`config.mk`:
```
export PLATFORM = sky130hd
export DESIGN_NAME = pipe_mul_seq
export DESIGN_NICKNAME = d
export VERILOG_FILES = /design/src/rtl/pipe_mul_seq.sv
export SDC_FILE = /design/constraint.sdc
export NUM_CORES = 1
export LEC_CHECK = 0
export BUFFER_PORTS_ARGS = -buffer_cell sky130_fd_sc_hd__buf_2
export CAP_MARGIN = 20
export CORE_MARGIN = 1.5
export CORE_UTILIZATION = 45
export CTS_BUF_LIST = sky130_fd_sc_hd__clkbuf_8
export CTS_CLUSTER_DIAMETER = 150
export DETAILED_ROUTE_END_ITERATION = 8
export GPL_ROUTABILITY_DRIVEN = 0
export MAX_ROUTING_LAYER = met4
export SLEW_MARGIN = 20
export SYNTH_ARGS = -nofsm -noshare
export SYNTH_HDL_FRONTEND = slang
export SYNTH_SLANG_ARGS = --single-unit
```
`constraint.sdc`:
```
create_clock -name clock -period 7.5 [get_ports clock]
set_clock_uncertainty 0.2 [all_clocks]
set_input_delay 1.5 -clock clock [delete_from_list [all_inputs] [get_ports clock]]
set_output_delay 1.5 -clock clock [all_outputs]
set_load 0.05 [all_outputs]
```
`src/rtl/pipe_mul_seq.sv`:
```
// Iterative shift-add multiplier for the EX stage: one multiplier bit per cycle,
// early exit once the remaining multiplier bits are zero, pipeline stall while busy.
module pipe_mul_seq #(
    parameter int WIDTH = 32,
    parameter int CNT_W = 6
) (
    input  logic             clock,
    input  logic             reset,
    input  logic             start,
    input  logic             flush,
    input  logic [WIDTH-1:0] a,
    input  logic [WIDTH-1:0] b,
    output logic             busy,
    output logic             stall,
    output logic             done,
    output logic [WIDTH-1:0] product
);

    typedef enum logic [1:0] {
        IDLE = 2'd0,
        RUN  = 2'd1,
        DONE = 2'd2
    } state_t;

    state_t            state;
    state_t            state_nxt;
    logic [WIDTH-1:0]  mcand;
    logic [WIDTH-1:0]  mplier;
    logic [WIDTH-1:0]  acc;
    logic [CNT_W-1:0]  cnt;

    logic              accept;
    logic [WIDTH-1:0]  acc_step;
    logic [WIDTH-1:0]  mplier_step;
    logic [CNT_W-1:0]  cnt_step;
    logic              finish;

    assign accept      = (state != RUN) && start && !flush;
    assign acc_step    = mplier[0] ? (acc + mcand) : acc;
    assign mplier_step = mplier >> 1;
    assign cnt_step    = cnt - CNT_W'(1);
    // Stop early once no set multiplier bits remain; the counter bounds the worst case.
    assign finish      = (mplier_step == '0) || (cnt_step == '0);

    assign busy  = (state == RUN);
    assign done  = (state == DONE);
    // Stall drops in the done cycle so the instruction leaves EX with its product.
    assign stall = !flush && ((state == RUN) || start);

    always_comb begin
        state_nxt = state;
        case (state)
            IDLE:    state_nxt = accept ? RUN : IDLE;
            RUN: begin
                if (flush)
                    state_nxt = IDLE;
                else if (finish)
                    state_nxt = DONE;
            end
            DONE:    state_nxt = accept ? RUN : IDLE;
            default: state_nxt = IDLE;
        endcase
    end

    always_ff @(posedge clock) begin
        if (reset) begin
            state   <= IDLE;
            mcand   <= '0;
            mplier  <= '0;
            acc     <= '0;
            cnt     <= '0;
            product <= '0;
        end else begin
            state <= state_nxt;
            if (accept) begin
                mcand  <= a;
                mplier <= b;
                acc    <= '0;
                cnt    <= CNT_W'(WIDTH);
            end else if ((state == RUN) && !flush) begin
                acc    <= acc_step;
                mcand  <= mcand << 1;
                mplier <= mplier_step;
                cnt    <= cnt_step;
                if (finish)
                    product <= acc_step;
            end
        end
    end

endmodule

```
# After elaboration in Yosys (flattened, before gate mapping)
# Cells that the tools add are included.
[totals]
ff_bits = 136
in_bits = 68
wordCells = 39
out_inout_bits = 35
[classes]
mux = 11
eq_ne = 4
n_bitwise = 1
add_sub_neg = 2
n_reduce_logical = 14
[op_table]
columns = ["operator", "count"]
rows = [
  ["2-to-1 mux 32 bit", 5],
  ["adder 32 bit", 1],
  ["logical NOT 32 bit", 1],
  ["2-to-1 mux 6 bit", 2],
  ["logical NOT 6 bit", 1],
  ["subtractor 6 x 1 -> 6 bit, second input constant", 1],
  ["logical AND 1 bit", 4],
  ["2-to-1 mux 2 bit", 2],
  ["case mux 2 bit (2 select lines)", 1],
  ["OR reduction 2 bit", 2],
  ["!= test 3 x 2 -> 1 bit, second input constant", 1],
  ["AND reduction 3 bit", 1],
  ["equality test 2 x 1 -> 1 bit, second input constant", 1],
  ["equality test 2 bit, second input constant", 1],
  ["logical NOT 2 bit", 1],
  ["logical OR 1 bit", 2],
  ["!= test 2 x 1 -> 1 bit, second input constant", 1],
  ["nonzero test 2 bit", 1],
  ["logical NOT 1 bit", 1],
  ["2-to-1 mux 1 bit", 1],
  ["inverter 1 bit", 1],
]

# Logic depth before layout (Yosys ltp)
# Gate-level depths: netlist (run 1).
[depth]
word_depth = 6
depth_mapped = 11
mapped_depth_nobuf = 11

# Worst setup path after synthesis (run 1)
# OpenSTA, ideal clock, no wires.
[synth_path]
path_type = "input to output"
start = "input port start"
end = "output port stall"
slack_ns = 3.185
n_path_buf = 2
arrival_time_ns = 2.615
cell_stages = 5
required_ns = 5.800
cell_sequence = "clkbuf_1 -> inv_1 -> a21o_1 -> inv_1 -> clkbuf_1"
[synth_via]
elab_chain_cells = 2
[synth_lines]
columns = ["element", "line_no", "text"]
rows = [
  ["start, declared", "9", "input logic start,"],
  ["logical OR 1 bit", "48", "assign stall = !flush && ((state == RUN) || start);"],
  ["logical AND 1 bit", "48", ""],
  ["end, declared", "14", "output logic stall,"],
]
# No other way between the ends.

# Worst setup path in the final report (run 1)
# Ends and elaborated chain as after synthesis.

==> results of run 1 <==
## state kept, by name (all words and copies together), names as in the netlist
name / flops
product: 32
state: 2
acc: 32
cnt: 6
mcand: 32
mplier: 32
## cell usage in the layout (no fill, tap or decap), types with 6 or more instances in the layout
cell	netlist	final
a211oi_1	30	30
a21o_1	24	24
a21oi_1	55	55
a31oi_1	65	65
buf_2	6	101
buf_4	3	11
bufinv_16	0	6
clkbuf_8	0	18
dfxtp_1	136	136
ha_1	33	33
inv_1	73	72
mux2i_1	20	20
nand2_1	51	51
nand3_1	10	10
nand4_1	10	10
nor2_1	207	207
nor3_1	10	10
nor3b_1	6	6
nor4_1	8	8
o211ai_1	7	7
o21ai_0	20	20
o21ai_1	7	7
o21bai_1	8	8
o22ai_1	60	60
xnor2_1	24	24
xor2_1	12	12
## cell type report
cell class | count | area (sq um) | share of cell area, %
Multi-Input combinational cell | 727 | 4410 | 50.3
Sequential cell | 136 | 2720 | 31.1
Timing Repair Buffer | 112 | 588 | 6.71
Inverter | 74 | 278 | 3.17
Tap cell | 220 | 275 | 3.14
Clock buffer | 18 | 248 | 2.83
Clock inverter | 14 | 243 | 2.77
## where the power goes
group | total (uW) | internal (uW) | switching, uW
Clock | 749 | 441 | 308
Sequential | 780 | 753 | 27.6
Combinational | 239 | 93.2 | 146
## cell families after synthesis
| kind of cell | Yosys count | synth area share, % |
|---|---|---|
| compound gates | 310 | 26.5 |
| xor+xnor | 36 | 4.09 |
| flops | 136 | 35.3 |
| mux | 20 | 2.59 |
| buf+inv | 152 | 7.73 |
| fa+ha+maj | 34 | 5.61 |
| simple gates | 327 | 18.2 |
## final timing paths
kind | from | end | slack (ns) | cells after the start
setup / recovery | start | stall | 2.89 | 6
hold / removal | acc[28] | acc[28] | 0.28 | 2
hold reg to reg | acc[28] | acc[28] | 0.28 | 2
setup reg to reg | state[1] | acc[17] | 4.01 | 7
## worst register-to-register path: cells and delay by family, from the launching register on
family / cells / cell delay, ns
flops: 1 / 0.34
buf+inv: 2 / 0.99
simple gates: 4 / 1.56
compound gates: 1 / 0.30
## metal layers
layer	wire length, um	vias to the layer above
met5	0	-
met2	9260	148
li1	-	3675
met4	367	0
met1	9880	3287
met3	843	26
## metrics by stage
| stage | worst slack (ns) | cells | total power (uW) | hold WS [ns] | instance area, sq um |
|---|---|---|---|---|---|
| finish | 2.89 | 1301 | 1770 | 0.283 | 8760 |
| global route | 2.78 | 1301 | 1840 | 0.311 | 8760 |
| CTS | 2.91 | 1301 | 1780 | 0.282 | 8760 |
| detailed placement | 2.91 | 1269 | 1030 | 0.272 | 8270 |
| global placement | 2.94 | 1269 | 1030 | 0.272 | 8270 |
| floorplan | 3.19 | 1015 | 970 | 0.243 | 7720 |
==> flow_summary.ini, run 1 <==
[cells_and_area]
nets = 1170
fillers = 1657
diodes = 0
synthToLayoutAreaGrowth_pct = 13.5
final_core_util_pct = 52.6
drive_above_1_share_pct = 15.0

[run_status]
status = complete, no violations

[clock_tree]
clockBufferDepth = 2
root_buffer = clkbuf_8
cts_resized = 0
clkTransAtPathRegs_ns = 0.08
insertion_delay_ns = 0.46
cts_buffers = 17
tritoncts = done
hold_buffers = 0
cts_setup_buffers = 0
clock-sinks = 136
htree_num_levels = 4

[floorplan]
die_y_um = 134
die_area_sq_mm = 0.0179
rows = 47
num_io_pins = 103
die_x_um = 134
initial_utilization_pct = 46.4
coreArea_sq_mm = 0.0166

[global_routing]
met1_usage_pct = 31.1
grt_usage_pct = 24.0
antenna_found_initial = 0
met3_usage_pct = 4.50
top_usage_layer = met2
grt_first_pass_wirelength_um = 33300
grt_use_met2_pct = 37.2
grt_overflow_total = 0
grt_pass1_vias = 6592
grt_max_degree = 87

[drt]
first_iter_violations = 451
postRouteAntennaNets = 0
routed_wl_um = 20300
wire_per_inst_um = 15.6
via_count = 7136
route.detailed.drc = 0
dr.pass1.iters = 5
vias_per_cell = 5.49

[power_and_ir_drop]
peakVddDrop_uv = 105
power_leakage_uw = 0.00388
p_per_area_mw_per_mm2 = 202

[synth]
synthCells = 1015
ys_seq_area_share_pct = 35.3
postSynthAreaPerCell_sq_um = 7.60
yosysMostFrequentCell = nor2_1
synth-seq-cells = 136
synth.net_count = 1117
yosys_warnings = 0
synth-main-ff-cell = dfxtp_1
yosys-top-cells-count = nor2_1 (207), dfxtp_1 (136), inv_1 (73)
synth.distinct_cells = 62
synth_edf_count = 0
synth_top_area_share_pct = 35.3
async_flop_share_pct = 0
synth_top_cell_by_area = dfxtp_1
synth_area_leaders = dfxtp_1 (35%), nor2_1 (10%), ha_1 (5.4%), a31oi_1 (5.3%), o22ai_1 (4.9%)
synth.cell_area_sq_mm = 0.00772

[setup_path]
crit_slowest_cell = buf_4
cpPeakStageDelay_ns = 0.52
crit_buf_inv = 5
critPathKind = in2out
critPathTopFamily = buffers and inverters
arrival_ns = 2.91
start_kind = input pin
crit_fanout = 60
timing.critical_path.mode_cell = buf_2
worstPathRequired_ns = 5.80
worstPathCellList = buf_2, buf_4, inv_1, a21o_1, inv_2, buf_2
endpoint_kind = primary output

[sta]
fin_tns_setup_ns = 0
max_freq_mhz = 217
rsz0062_at_grt = false
period_share_pct = 61.4
hold_viol = 0
worstMarginPinSlew_ns = 1.01
final.min_clock_period_ns = 4.61
relSlewSlack_pct = 32.7
final_max_slew_viol_count = 0
setup_viol = 0

[place]
dp.final_hpwl_um = 13700
io_buffers = 102

[job]
cap_violations = 0

[hold_path]
min_path_type = reg2reg
Power figures use the tool's default switching activity.
==> run 2: changes to the inputs <==
--- a/config.mk
+++ b/config.mk
@@ -14,6 +14,7 @@
 export DETAILED_ROUTE_END_ITERATION = 8
 export GPL_ROUTABILITY_DRIVEN = 0
 export MAX_ROUTING_LAYER = met4
+export PLACE_DENSITY = 0.67
 export SLEW_MARGIN = 20
 export SYNTH_ARGS = -nofsm -noshare
 export SYNTH_HDL_FRONTEND = slang
==> constraint.sdc (replaced) <==
create_clock -name clock -period 3.78 [get_ports clock]
set_clock_uncertainty 0.2 [all_clocks]
set_input_delay 0.756 -clock clock [delete_from_list [all_inputs] [get_ports clock]]
set_output_delay 0.756 -clock clock [all_outputs]
set_load 0.05 [all_outputs]
==> flow_summary.ini, run 2 (synthesis results as in run 1) <==
[clock_tree]
cts_resized = 0
root_buffer = clkbuf_8
cts_buffers = 17
hold_buffers = 0
clockBufferDepth = 2
tritoncts = done
insertion_delay_ns = 0.47
clkTransAtPathRegs_ns = 0.08
cts_setup_buffers = 0
clock-sinks = 136
htree_num_levels = 4

[sta]
rsz0062_at_grt = false
max_freq_mhz = 330
fin_tns_setup_ns = 0
relSlewSlack_pct = 40.0
setup_ws_ns = 0.747
setup_viol = 0
period_share_pct = 80.2
hold_viol = 0
worstMarginPinSlew_ns = 0.899
final.min_clock_period_ns = 3.03
final_max_slew_viol_count = 0

[setup_path]
arrival_ns = 3.22
worstPathCellList = ha_1, nand2_1, nor4_4, o211ai_2, a2111oi_2, or2_1, o311ai_1, xnor2_1, a211oi_2
endpoint_kind = register
crit_buf_inv = 0
start_kind = register
worstPathRequired_ns = 3.96
crit_slowest_cell = a2111oi_2
critPathKind = reg2reg
cpPeakStageDelay_ns = 0.53
critPathTopFamily = compound AO/OA/AOI/OAI gates
crit_fanout = 9

[power_and_ir_drop]
pwr-share-comb_pct = 15.1
p_seq_share_pct = 49.0
p_int_uw = 2200
p_switching_uw = 964
power_leakage_uw = 0.00384
pwr-share-clk_pct = 35.9
netSwitchingFraction_pct = 30.5
p_per_area_mw_per_mm2 = 364
peakVddDrop_uv = 213

[drt]
routed_wl_um = 20400
dr.pass1.iters = 4
postRouteAntennaNets = 0
vias_per_cell = 5.56
first_iter_violations = 462
wire_per_inst_um = 15.6
via_count = 7267
route.detailed.drc = 0

[place]
io_buffers = 102
pre_cts_ws_ns = 0.838
dpl_cell_area_sq_mm = 0.00832
dp.final_hpwl_um = 14100
place_inst = 1275

[global_routing]
grt_usage_pct = 23.7
antenna_found_initial = 0
grt_pass1_vias = 6607
grt_first_pass_wirelength_um = 33000
grt_max_degree = 98
grt_overflow_total = 0

[cells_and_area]
final_cell_count_no_fill = 1307
synthToLayoutAreaGrowth_pct = 12.5
layout_commonest_cell = nor2_1
diodes = 0
nets = 1176
fin_area_sq_mm = 0.00868
drive_above_1_share_pct = 15.5
mostFrequentLayoutCells = nor2_1 (207), dfxtp_1 (136), buf_2 (101)
final_core_util_pct = 52.2

[floorplan]
initial_utilization_pct = 46.4
die_y_um = 134
num_io_pins = 103
coreArea_sq_mm = 0.0166
die_x_um = 134
rows = 47
die_area_sq_mm = 0.0179

[hold_path]
min_path_type = reg2reg

[run_status]
status = complete, no violations

[job]
cap_violations = 0
run 2: cell count changes in the layout (fill, tap and decap cells not counted), sizes merged:
| cell | delta |
|---|---|
| buf | +6 |
| bufinv | -5 |
| clkbuf | -1 |
| clkinv | +4 |
| clkinvlp | +3 |
| inv | -1 |
run 2: per-stage QoR:
step	hold WS, ns	total power, uW
floorplan	0.243	1930
global placement	0.268	2050
detailed placement	0.271	2060
CTS	0.283	3180
global route	0.300	3310
finish	0.281	3160
run 2: tightest hold or removal path: stages (launching register included):
cell	delay, ns
dfxtp_1	0.33
nand2_1	0.06
a21oi_1	0.05
run 2: path summary, 6_finish.rpt:
kind | startpoint | endpoint | slack (ns) | cells after the start
worst min register to register | acc[28] | acc[28] | 0.28 | 2
worst min-delay path | acc[28] | acc[28] | 0.28 | 2
worst max register to register | acc[15] | product[31] | 0.75 | 9
worst max-delay path | acc[15] | product[31] | 0.75 | 9
run 2: cell type report:
class,instances,area [sq um]
Multi-Input combinational cell,727,4410
Tap cell,220,275
Sequential cell,136,2720
Inverter,74,278
Fill cell,1665,7960
Clock buffer,17,234
Clock inverter,15,130
Timing Repair Buffer,118,633
run 2: power groups by stage:
| stage | clock (uW) | sequential [uW] | combinational, uW |
|---|---|---|---|
| 5_1_grt | 1220 | 1560 | 533 |
| 3_5_place_dp | 0 | 1580 | 475 |
| 3_3_place_gp | 0 | 1580 | 471 |
| 2_1_floorplan | 0 | 1560 | 362 |
| 6_report | 1130 | 1550 | 479 |
| 4_1_cts | 1160 | 1550 | 477 |
run 2: per-layer routing:
metal | track usage, % | vias to the layer above | part of all wire (%)
met5 | - | - | 0
met4 | 8.70 | 0 | 1.8
met3 | 3.67 | 29 | 4.8
met2 | 36.2 | 196 | 46
met1 | 31.8 | 3346 | 48
li1 | - | 3696 | -
